<file path="config.mk">
export PLATFORM = sky130hd
export DESIGN_NAME = lcd_frame_copier
export DESIGN_NICKNAME = d
export VERILOG_FILES = /design/src/rtl/pm_lcd_pkg.sv /design/src/rtl/lcd_bus_strobe.sv /design/src/rtl/lcd_frame_copier.sv
export SDC_FILE = /design/constraint.sdc
export NUM_CORES = 1
export LEC_CHECK = 0
export BUFFER_PORTS_ARGS = -buffer_cell sky130_fd_sc_hd__buf_2
export CORE_MARGIN = 10
export CORE_UTILIZATION = 30
export DETAILED_ROUTE_END_ITERATION = 12
export PLACE_DENSITY_LB_ADDON = 0.3
export SLEW_MARGIN = 20
export SYNTH_ARGS = -nofsm -noshare
export SYNTH_HDL_FRONTEND = slang
export SYNTH_SLANG_ARGS = --single-unit
export TNS_END_PERCENT = 10
</file>
<file path="constraint.sdc">
create_clock -name clk -period 3.45 [get_ports clk]
set_input_delay 0.1725 -clock clk [delete_from_list [all_inputs] [get_ports clk]]
set_output_delay 0.1725 -clock clk [all_outputs]
set_load 0.05 [all_outputs]
</file>
<file path="src/rtl/pm_lcd_pkg.sv">
// Shared LCD register-bus constants and the frame-copier state encoding.
package pm_lcd_pkg;

    localparam logic [23:0] LCD_CMD_ADDR  = 24'h0020FE;
    localparam logic [23:0] LCD_DATA_ADDR = 24'h0020FF;

    localparam logic [7:0] CMD_SET_PAGE = 8'hB0;
    localparam logic [7:0] CMD_COL_LO   = 8'h00;
    localparam logic [7:0] CMD_COL_HI   = 8'h10;

    typedef enum logic [2:0] {
        ST_IDLE,
        ST_CMD_HI,
        ST_CMD_LO,
        ST_FETCH,
        ST_DATA_HI,
        ST_DATA_LO,
        ST_DONE
    } copier_state_e;

    // Page-setup command byte for step idx of the three-command preamble.
    function automatic logic [7:0] cmd_byte(input logic [1:0] idx, input logic [3:0] page);
        case (idx)
            2'd0:    cmd_byte = CMD_SET_PAGE | {4'h0, page};
            2'd1:    cmd_byte = CMD_COL_LO;
            default: cmd_byte = CMD_COL_HI;
        endcase
    endfunction

endpackage

</file>
<file path="src/rtl/lcd_bus_strobe.sv">
// Single-cycle LCD write strobe: a request fires only when the CPU is not holding
// the bus, and a strobe once raised always drops on the following clk_ce cycle.
module lcd_bus_strobe (
    input  logic        clk,
    input  logic        reset,
    input  logic        clk_ce,
    input  logic        req,
    input  logic        cpu_hold,
    input  logic [23:0] addr_in,
    input  logic [7:0]  data_in,
    output logic        fire,
    output logic        lcd_write,
    output logic [23:0] lcd_addr,
    output logic [7:0]  lcd_data
);

    logic        write_q, write_d;
    logic [23:0] addr_q, addr_d;
    logic [7:0]  data_q, data_d;

    // Gating on write_q guarantees a low cycle between strobes.
    assign fire = clk_ce & req & ~cpu_hold & ~write_q;

    always_comb begin
        write_d = write_q;
        addr_d  = addr_q;
        data_d  = data_q;
        if (clk_ce) begin
            write_d = fire;
            if (fire) begin
                addr_d = addr_in;
                data_d = data_in;
            end
        end
    end

    always_ff @(posedge clk) begin
        if (reset) begin
            write_q <= 1'b0;
            addr_q  <= '0;
            data_q  <= '0;
        end else begin
            write_q <= write_d;
            addr_q  <= addr_d;
            data_q  <= data_d;
        end
    end

    assign lcd_write = write_q;
    assign lcd_addr  = addr_q;
    assign lcd_data  = data_q;

endmodule

</file>
<file path="src/rtl/lcd_frame_copier.sv">
// Copies a paged 1bpp framebuffer from RAM into the LCD controller, page by page,
// sharing the LCD register bus with the CPU.
module lcd_frame_copier
    import pm_lcd_pkg::*;
#(
    parameter logic [23:0] FB_BASE = 24'h001000,
    parameter int          COLUMNS = 96,
    parameter int          PAGES   = 8
) (
    input  logic        clk,
    input  logic        reset,
    input  logic        clk_ce,
    input  logic        start,
    input  logic        cpu_hold,
    output logic        busy,
    output logic        done,
    output logic        mem_req,
    output logic [23:0] mem_addr,
    input  logic        mem_ack,
    input  logic [7:0]  mem_data,
    output logic        lcd_write,
    output logic [23:0] lcd_addr,
    output logic [7:0]  lcd_data
);

    localparam logic [6:0] COL_LAST  = 7'(COLUMNS - 1);
    localparam logic [3:0] PAGE_LAST = 4'(PAGES - 1);

    copier_state_e state_q, state_d;
    logic [3:0]  page_q, page_d;
    logic [6:0]  col_q, col_d;
    logic [1:0]  cmd_idx_q, cmd_idx_d;
    logic        busy_q, busy_d;
    logic        done_q, done_d;
    logic        mem_req_q, mem_req_d;
    logic [23:0] mem_addr_q, mem_addr_d;
    logic [7:0]  pix_q, pix_d;

    logic        strobe_req, strobe_fire;
    logic [23:0] strobe_addr;
    logic [7:0]  strobe_data;

    function automatic logic [23:0] fb_addr(input logic [3:0] page, input logic [6:0] col);
        fb_addr = FB_BASE + 24'(page) * 24'(COLUMNS) + 24'(col);
    endfunction

    assign strobe_req  = (state_q == ST_CMD_HI) || (state_q == ST_DATA_HI);
    assign strobe_addr = (state_q == ST_DATA_HI) ? LCD_DATA_ADDR : LCD_CMD_ADDR;
    assign strobe_data = (state_q == ST_DATA_HI) ? pix_q : cmd_byte(cmd_idx_q, page_q);

    lcd_bus_strobe u_strobe (
        .clk       (clk),
        .reset     (reset),
        .clk_ce    (clk_ce),
        .req       (strobe_req),
        .cpu_hold  (cpu_hold),
        .addr_in   (strobe_addr),
        .data_in   (strobe_data),
        .fire      (strobe_fire),
        .lcd_write (lcd_write),
        .lcd_addr  (lcd_addr),
        .lcd_data  (lcd_data)
    );

    always_comb begin
        state_d    = state_q;
        page_d     = page_q;
        col_d      = col_q;
        cmd_idx_d  = cmd_idx_q;
        busy_d     = busy_q;
        done_d     = done_q;
        mem_req_d  = mem_req_q;
        mem_addr_d = mem_addr_q;
        pix_d      = pix_q;
        if (clk_ce) begin
            case (state_q)
                ST_IDLE: begin
                    if (start) begin
                        state_d   = ST_CMD_HI;
                        page_d    = '0;
                        col_d     = '0;
                        cmd_idx_d = '0;
                        busy_d    = 1'b1;
                    end
                end
                ST_CMD_HI: begin
                    if (strobe_fire) state_d = ST_CMD_LO;
                end
                ST_CMD_LO: begin
                    if (cmd_idx_q == 2'd2) begin
                        col_d      = '0;
                        state_d    = ST_FETCH;
                        mem_req_d  = 1'b1;
                        mem_addr_d = fb_addr(page_q, 7'd0);
                    end else begin
                        cmd_idx_d = cmd_idx_q + 2'd1;
                        state_d   = ST_CMD_HI;
                    end
                end
                ST_FETCH: begin
                    if (mem_ack) begin
                        pix_d     = mem_data;
                        mem_req_d = 1'b0;
                        state_d   = ST_DATA_HI;
                    end
                end
                ST_DATA_HI: begin
                    if (strobe_fire) state_d = ST_DATA_LO;
                end
                ST_DATA_LO: begin
                    if (col_q < COL_LAST) begin
                        col_d      = col_q + 7'd1;
                        state_d    = ST_FETCH;
                        mem_req_d  = 1'b1;
                        mem_addr_d = fb_addr(page_q, col_q + 7'd1);
                    end else if (page_q < PAGE_LAST) begin
                        page_d    = page_q + 4'd1;
                        cmd_idx_d = '0;
                        state_d   = ST_CMD_HI;
                    end else begin
                        state_d = ST_DONE;
                        done_d  = 1'b1;
                    end
                end
                ST_DONE: begin
                    done_d  = 1'b0;
                    busy_d  = 1'b0;
                    state_d = ST_IDLE;
                end
                default: begin
                    state_d   = ST_IDLE;
                    busy_d    = 1'b0;
                    done_d    = 1'b0;
                    mem_req_d = 1'b0;
                end
            endcase
        end
    end

    // Reset acts on every clk edge, independent of clk_ce.
    always_ff @(posedge clk) begin
        if (reset) begin
            state_q    <= ST_IDLE;
            page_q     <= '0;
            col_q      <= '0;
            cmd_idx_q  <= '0;
            busy_q     <= 1'b0;
            done_q     <= 1'b0;
            mem_req_q  <= 1'b0;
            mem_addr_q <= '0;
            pix_q      <= '0;
        end else begin
            state_q    <= state_d;
            page_q     <= page_d;
            col_q      <= col_d;
            cmd_idx_q  <= cmd_idx_d;
            busy_q     <= busy_d;
            done_q     <= done_d;
            mem_req_q  <= mem_req_d;
            mem_addr_q <= mem_addr_d;
            pix_q      <= pix_d;
        end
    end

    assign busy     = busy_q;
    assign done     = done_q;
    assign mem_req  = mem_req_q;
    assign mem_addr = mem_addr_q;

endmodule

</file>
After elaboration in Yosys (flattened, before gate mapping) --
Index checks and enable logic that the tools add are counted.
Word-level totals: register bits 84, latch bits 0, RAM bits 0, memory bits (read-only) 0, bits of input ports 14, output and inout port bits 60, memories 0
Operators by class: add/subtract/negate cells 5, multipliers 1, divide/modulo/power cells 0, magnitude comparators 2, equal/unequal tests 18, shifts and indexed selects 0, muxes and demuxes 36, bitwise gates (word level) 8, reductions and logical operators 19
Operators with widths (count):
- two-way mux 24 bit | 2
- case mux 24 bit (2 select lines) | 1
- two-way mux 7 bit | 3
- case mux 7 bit (3 select lines) | 1
- != test 2 bit, second input constant | 10
- AND reduction 5 bit | 4
- two-way mux 3 bit | 6
- case mux 3 bit (6 select lines) | 1
- case mux 8 bit (2 select lines) | 1
- adder 14 x 7 -> 15 bit | 1
- adder 13 x 11 -> 14 bit, first input constant | 1
- two-way mux 4 bit | 3
- two-way mux 2 bit | 5
- OR reduction 5 bit | 2
- == test 3 bit, second input constant | 3
- two-way mux 8 bit | 1
- case mux 4 bit (2 select lines) | 1
- AND reduction 4 bit | 2
- adder 7 x 1 -> 7 bit, second input constant | 1
- less-than comparator 7 bit, second input constant | 1
- two-way mux 1 bit | 7
- == test 3 x 2 -> 1 bit, second input constant | 2
- multiplier 4 x 2 -> 6 bit, second input constant | 1
- case mux 2 bit (3 select lines) | 1
- other kinds (19) | 28

Logic depth before layout (Yosys ltp) --
Gate-level depths: netlist (run 1).
depth after elaboration 7, gate-level depth with buffers 10, gate-level depth less buffers 10

Cells and area by module --
Synthesis (run 1) repeated with hierarchy kept, for this count alone.
Unflattened totals: cells, all modules 443, area, all modules 3962.6 um^2
Modules (own cells, without submodules):
- lcd_frame_copier | instances 1, cells each 300, area each 2452.4 um^2
- lcd_bus_strobe | instances 1, cells each 143, area each 1510.2 um^2

Worst setup path after synthesis (run 1) --
No wires, ideal clock.
path type reg2reg, start register col_q[0], end register mem_addr_q[10] (netlist: mem_addr[10]), data arrival time 2244 ps, data required time 3380 ps, slack 1136 ps, stages on the path, launching flop included 11, clock period less this slack 2314 ps, path through dfxtp_1 > ha_1 > and3_2 > nand3_1 > xnor2_1 > ha_1 > a21oi_1 > nor4b_1 > a31oi_1 > or3b_1 > a21oi_1
Between the ends: word-level cells in the longest chain between the ends 4
RTL lines:
- from (decl) | line lcd_frame_copier.sv:31 | logic [6:0] col_q, col_d;
- from (signal assigned) | line lcd_frame_copier.sv:155 | col_q <= col_d;
- adder 7 x 1 -> 7 bit | line lcd_frame_copier.sv:115 | mem_addr_d = fb_addr(page_q, col_q + 7'd1);
- adder 14 x 7 -> 15 bit | line lcd_frame_copier.sv:44 | fb_addr = FB_BASE + 24'(page) * 24'(COLUMNS) + 24'(col);
- two-way mux 24 bit | line lcd_frame_copier.sv:111 | if (col_q < COL_LAST) begin
- case mux 24 bit (2 select lines) | line lcd_frame_copier.sv:76 | case (state_q)
- to (signal assigned) | line lcd_frame_copier.sv:160 | mem_addr_q <= mem_addr_d;
- to (decl) | line lcd_frame_copier.sv:36 | logic [23:0] mem_addr_q, mem_addr_d;
Several ways; a longest one is shown, not always the timed one. The select of a mux whose other input is x is not followed. A chain may end at the register's enable or synchronous reset.

Worst setup path after layout (run 1) --
Ends and elaborated chain as after synthesis.

==> results of run 1 <==
## kinds of logic (layout without fill, tap and decap cells)
group | Yosys count | in the layout | synth area share, %
AOI/OAI and AO/OA | 79 | 79 | 18.01
xor gates and xnor gates | 11 | 11 | 3.325
adders and majority gates | 15 | 15 | 6.995
buffers and inverters | 57 | 62 | 12.22
DFF | 51 | 51 | 35.23
muxes | 8 | 8 | 2.763
other | 1 | 26 | 0.1294
and+or+nand+nor | 124 | 124 | 21.33
## cell usage after synthesis (5+ instances only)
| cell type | count |
|---|---|
| nand3_1 | 14 |
| mux2i_1 | 8 |
| inv_1 | 5 |
| clkbuf_1 | 15 |
| nor2_1 | 39 |
| nand2_1 | 32 |
| a31oi_1 | 5 |
| a21oi_1 | 27 |
| nor3_1 | 6 |
| buf_4 | 33 |
| a311oi_1 | 8 |
| xnor2_1 | 7 |
| o21ai_0 | 12 |
| ha_1 | 13 |
| dfxtp_1 | 51 |
## worst max-delay path, stage by stage (launching register included)
cell and delay [ns]:
dfxtp_1 0.38, ha_1 0.19, and3_2 0.21, nand3_1 0.09, xnor2_1 0.20, ha_1 0.32, a21oi_1 0.08, nor4b_1 0.39
a31oi_1 0.13, or3b_1 0.37, a21oi_1 0.14
## sequential cells by signal, summed over array words and instances, names as in the netlist
register	flops
mem_req	1
done	1
mem_addr	13
pix_q	8
page_q	4
busy	1
u_strobe.lcd_addr	2
u_strobe.lcd_write	1
cmd_idx_q	2
u_strobe.lcd_data	8
col_q	7
state_q	3
## power breakdown
group | internal, uW | total (uW) | switching, uW | leakage (uW)
Combinational | 29.5 | 166 | 136 | 0.000818
Sequential | 596 | 608 | 11.9 | 0.000412
Clock | 289 | 498 | 208 | 0.0000644
## layout make-up
cell class	instances	area (um^2)	area share (%)
clock inverter	3	67.56	2.109
timing repair buffer	49	250.2	7.809
sequential	51	1021	31.86
multi-input combinational	263	1617	50.45
clock buffer	5	68.82	2.148
inverter	5	18.77	0.5857
tap	129	161.4	5.037
## worst max path at each step
stage                   end  cells past startpoint
6_report       mem_addr[10]                     10
3_3_place_gp   mem_addr[10]                     10
4_1_cts        mem_addr[10]                     10
2_1_floorplan  mem_addr[10]                     10
5_1_grt        mem_addr[10]                     10
3_5_place_dp   mem_addr[10]                     10
## through the flow
| step | std cells | power (uW) | util [%] | setup slack, ns |
|---|---|---|---|---|
| 6_report | 505 | 1271 | 34.35 | 0.8791 |
| 5_1_grt | 505 | 1323 | 34.35 | 0.6520 |
| 4_1_cts | 505 | 1287 | 34.35 | 0.8932 |
| 3_5_place_dp | 497 | 786.4 | 32.89 | 0.9177 |
| 3_3_place_gp | 497 | 786.1 | 32.89 | 0.9943 |
| 2_1_floorplan | 371 | 785.9 | - | 1.136 |
## per-layer routing
| metal | wire (um) | vias up | track usage [%] |
|---|---|---|---|
| li1 | - | 1215 | - |
| met3 | 409 | 2 | 3.189 |
| met1 | 3159 | 1075 | 11.67 |
| met2 | 3211 | 50 | 15.30 |
| met4 | 32 | 0 | 1.855 |
| met5 | 0 | - | 0 |
==> impl_metrics.toml, run 1 <==
[status]
outcome = "finished, final reports clean"

[layout]
nFillCells = 1011
areaGrowthSynthToFinish_pct = 10.58
drive_gt1_share_pct = 18.09
fin_nets = 404
final_common_cell = "dfxtp_1"
fin_area_um2 = 3204
diodes = 0
final_cell_mix = "51 x dfxtp_1, 47 x buf_2, 39 x nor2_1"

[clocking]
cts_buffer_depth = 2
post_cts_buffers = 0
path_clk_slew_ns = 0.10
cts_sinks = 51
cts_made_buffers = 5
post_cts_resized = 0
cts-root-buf = "clkbuf_8"
hold_buffers = 0
cts_tree = "built"
htreeDepth = 2
clk_latency_ns = 0.30

[flow_run]
drv_cap = 0

[critical_path]
cp-end-kind = "flip-flop"
startpoint = "col_q[0]"
start_kind = "flip-flop"
reg2reg_to = "mem_addr[10]"
r2r-start = "col_q[0]"
reg2reg_slack_ns = 0.88
crit_type = "flip-flop to flip-flop"
arrival_ns = 2.81
crit_required_ns = 3.68
r2r_cells = 10
path_max_fanout = 4

[floorplanning]
start_util_pct = 31.07
io_pins = 74
die_h_um = 118.3
dieWidth_um = 118.3
rows = 35
design.core.area_um2 = 9328
die_area_um2 = 13990

[placed_design]
gp_congestion = 0.7544
placed_cell_area_um2 = 3068
dpl.hpwl_um = 5052
portBuffers = 47

[pwr]
powerDensity_nw_per_um2 = 396.7
ir_drop_mv = 0.1810
p_leak_uw = 0.001294

[logic_synthesis]
synth_warnings = 0
synth_area_um2 = 2898
avgSynthCellArea_um2 = 8.375
ys_seq_area_share_pct = 35.23
synth_top_area_cell = "dfxtp_1"
syn_inst = 346
synth-edff-count = 0
ys_top_cells_by_area = "dfxtp_1 35%, buf_4 8.5%, ha_1 5.6%"
synth_cell_types = 56
synth.ff_latch_count = 51
synthDominantCellAreaShare_pct = 35.23
synthArstFlopShare_pct = 0
synth-main-ff-cell = "dfxtp_1"

[timing]
slew_viol_final = 0
fin_crit_sh_pct = 74.52
finalHoldViolCount = 0
finalWorstPathRequiredPeriod_ns = 2.571
slew_headroom_pct = 36.54
fin_skew_ns = 0.005519
worst_pin_slew_ns = 0.9519
tns_ns = 0
grt_setup_unrepaired = "no"
max_freq_ghz = 0.3890
setup_viol = 0
hold_slack_ns = 0.09646

[drt]
drc = 0
avgViaCountPerCell = 4.638
drt_iter0_drc = 110
num_vias = 2342
drt-pass1-iter-count = 6
ant_nets = 0
wl_per_cell_um = 13.49
drt_wl_total_um = 6812

[grt]
grt_pass1_vias = 2334
grt_pass1_wl_um = 11410
track_usage_pct = 9.361
antenna_found_initial = 0
grt_overflow = 0
grt_max_degree = 52

[worst_hold_path]
holdCritStartpoint = "mem_data[4]"
hold_class = "input port to flip-flop"
min_to = "pix_q[4]"
whs_path_depth = 3
(Power assumes the default switching activity.)
==> run 2, diff against run 1 <==
==> constraint.sdc (replaced) <==
create_clock -name clk -period 2.48 [get_ports clk]
set_input_delay 0.124 -clock clk [delete_from_list [all_inputs] [get_ports clk]]
set_output_delay 0.124 -clock clk [all_outputs]
set_load 0.05 [all_outputs]
==> run 2 against run 1 <==
Sequential power is 38% higher. Utilization increased by 0.98 points. Critical path depth is the same. Sequential cell count unchanged. Count of clock-buffer cells in the layout unchanged. Cell area rose by 2.9%.
==> impl_metrics.toml, run 2 (synthesized netlist as in run 1, its figures left out) <==
[timing]
tns_ns = 0
finalWorstPathRequiredPeriod_ns = 2.315
max_freq_ghz = 0.4320
slew_headroom_pct = 50.47
setup_slack_ns = 0.1652
fin_crit_sh_pct = 93.34
setup_viol = 0
hold_slack_ns = 0.04295
worst_pin_slew_ns = 0.7430
fin_skew_ns = 0.007057
slew_viol_final = 0
grt_setup_unrepaired = "no"
finalHoldViolCount = 0

[drt]
drt-pass1-iter-count = 4
drc = 0
avgViaCountPerCell = 4.643
drt_iter0_drc = 118
wl_per_cell_um = 13.38
drt_wl_total_um = 6902
num_vias = 2396
ant_nets = 0

[critical_path]
r2r-start = "col_q[1]"
r2r_cells = 10
reg2reg_slack_ns = 0.17
arrival_ns = 2.56
cpPeakStageDelay_ns = 0.37
crit_end = "mem_addr[10]"
path_cells = "ha_1 > and3_2 > nand3_1 > xnor2_1 > ha_1 > a21oi_1 > nor4b_2 > a31oi_1 > or3b_1 > a21oi_1"
cp-end-kind = "flip-flop"
start_kind = "flip-flop"
crit_type = "flip-flop to flip-flop"
startpoint = "col_q[1]"
slowest_stage = "dfxtp_1"
reg2reg_to = "mem_addr[10]"
path_max_fanout = 3
crit_required_ns = 2.72

[placed_design]
gp_congestion = 0.8297
post-place-ws_ns = 0.04949
portBuffers = 47
placed_cell_area_um2 = 3151
dpl.hpwl_um = 5194

[pwr]
powerDensity_nw_per_um2 = 540.5
p_leak_uw = 0.001352
ir_drop_mv = 0.3589
swShare_pct = 28.27
intPower_uw = 1278
clkPwrFrac_pct = 39.2
switchingPower_uw = 503.5
seqPwrFrac_pct = 47.1
comb_power_share_pct = 13.6

[grt]
antenna_found_initial = 0
grt_pass1_vias = 2378
grt_pass1_wl_um = 11530
track_usage_pct = 9.635
grt_overflow = 0
grt_max_degree = 40

[layout]
largest_register_ffs = 13
fin_area_um2 = 3296
final_cell_mix = "49 x dfxtp_1, 47 x buf_2, 39 x nor2_1"
drive_gt1_share_pct = 21.19
nFillCells = 991
areaGrowthSynthToFinish_pct = 13.73
diodes = 0
fin_nets = 415
final_common_cell = "dfxtp_1"

[clocking]
post_cts_resized = 0
clk_latency_ns = 0.31
cts_tree = "built"
hold_buffers = 0
cts_made_buffers = 5
cts_buffer_depth = 2
path_clk_slew_ns = 0.10
cts_sinks = 51
cts-root-buf = "clkbuf_8"
htreeDepth = 2
post_cts_buffers = 0

[floorplanning]
dieWidth_um = 118.3
rows = 35
die_area_um2 = 13990
design.core.area_um2 = 9328
io_pins = 74
start_util_pct = 31.07
die_h_um = 118.3

[worst_hold_path]
hold_class = "input port to flip-flop"
holdCritStartpoint = "mem_data[1]"

[flow_run]
drv_cap = 0

[status]
outcome = "finished, final reports clean"
-- run 2: cell count changes in the layout (fill, tap and decap cells not counted) --
cell / change
buf_4: +11
dfxtp_1: -2
dfxtp_2: +2
nor4b_1: -1
nor4b_2: +1
-- run 2: critical path, delay by kind of cell (launching register included) --
kind                       cells  cell delay, ns
DFF                            1            0.37
xor gates and xnor gates       1            0.16
AOI/OAI and AO/OA              3            0.32
and+or+nand+nor                4            0.93
adders and majority gates      2            0.46
-- run 2: through the flow --
stage                     cells  utilization, %  power, uW
final                       516           35.33       1781
after global routing        516           35.33       1851
after CTS                   516           35.24       1802
after detailed placement    508           33.78       1100
after global placement      508           33.78       1100
after floorplan             371               -       1093
-- run 2: cell type report --
class | count | area (um^2) | area share (%)
tap | 129 | 161.4 | 4.898
timing repair buffer | 60 | 332.8 | 10.10
clock inverter | 3 | 67.56 | 2.050
clock buffer | 5 | 68.82 | 2.088
inverter | 5 | 18.77 | 0.5695
sequential | 51 | 1023 | 31.06
multi-input combinational | 263 | 1623 | 49.24
-- run 2: how the worst min path moves through the flow --
stage               endpoint  slack, ns  cells after the start
finish              pix_q[1]       0.04                      3
global route        pix_q[0]       0.04                      3
CTS                 pix_q[4]       0.04                      3
detailed placement  pix_q[4]       0.37                      3
global placement    pix_q[4]       0.36                      3
floorplan           pix_q[0]       0.27                      2
-- run 2: power by group through the flow --
stage	Clock [uW]	Combinational, uW	Sequential, uW
6_report	699	243	839
5_1_grt	747	262	842
4_1_cts	720	243	839
3_5_place_dp	0	242	858
3_3_place_gp	0	242	858
2_1_floorplan	0	210	884
-- run 2: per-layer routing --
metal	part of all wire, %	routed length [um]	GRT usage (%)	vias up
met2	47	3252	15.61	53
met3	5.8	398	3.141	2
met5	0	0	0	-
met4	0.54	37	2.550	0
met1	47	3214	11.97	1106
li1	-	-	-	1235
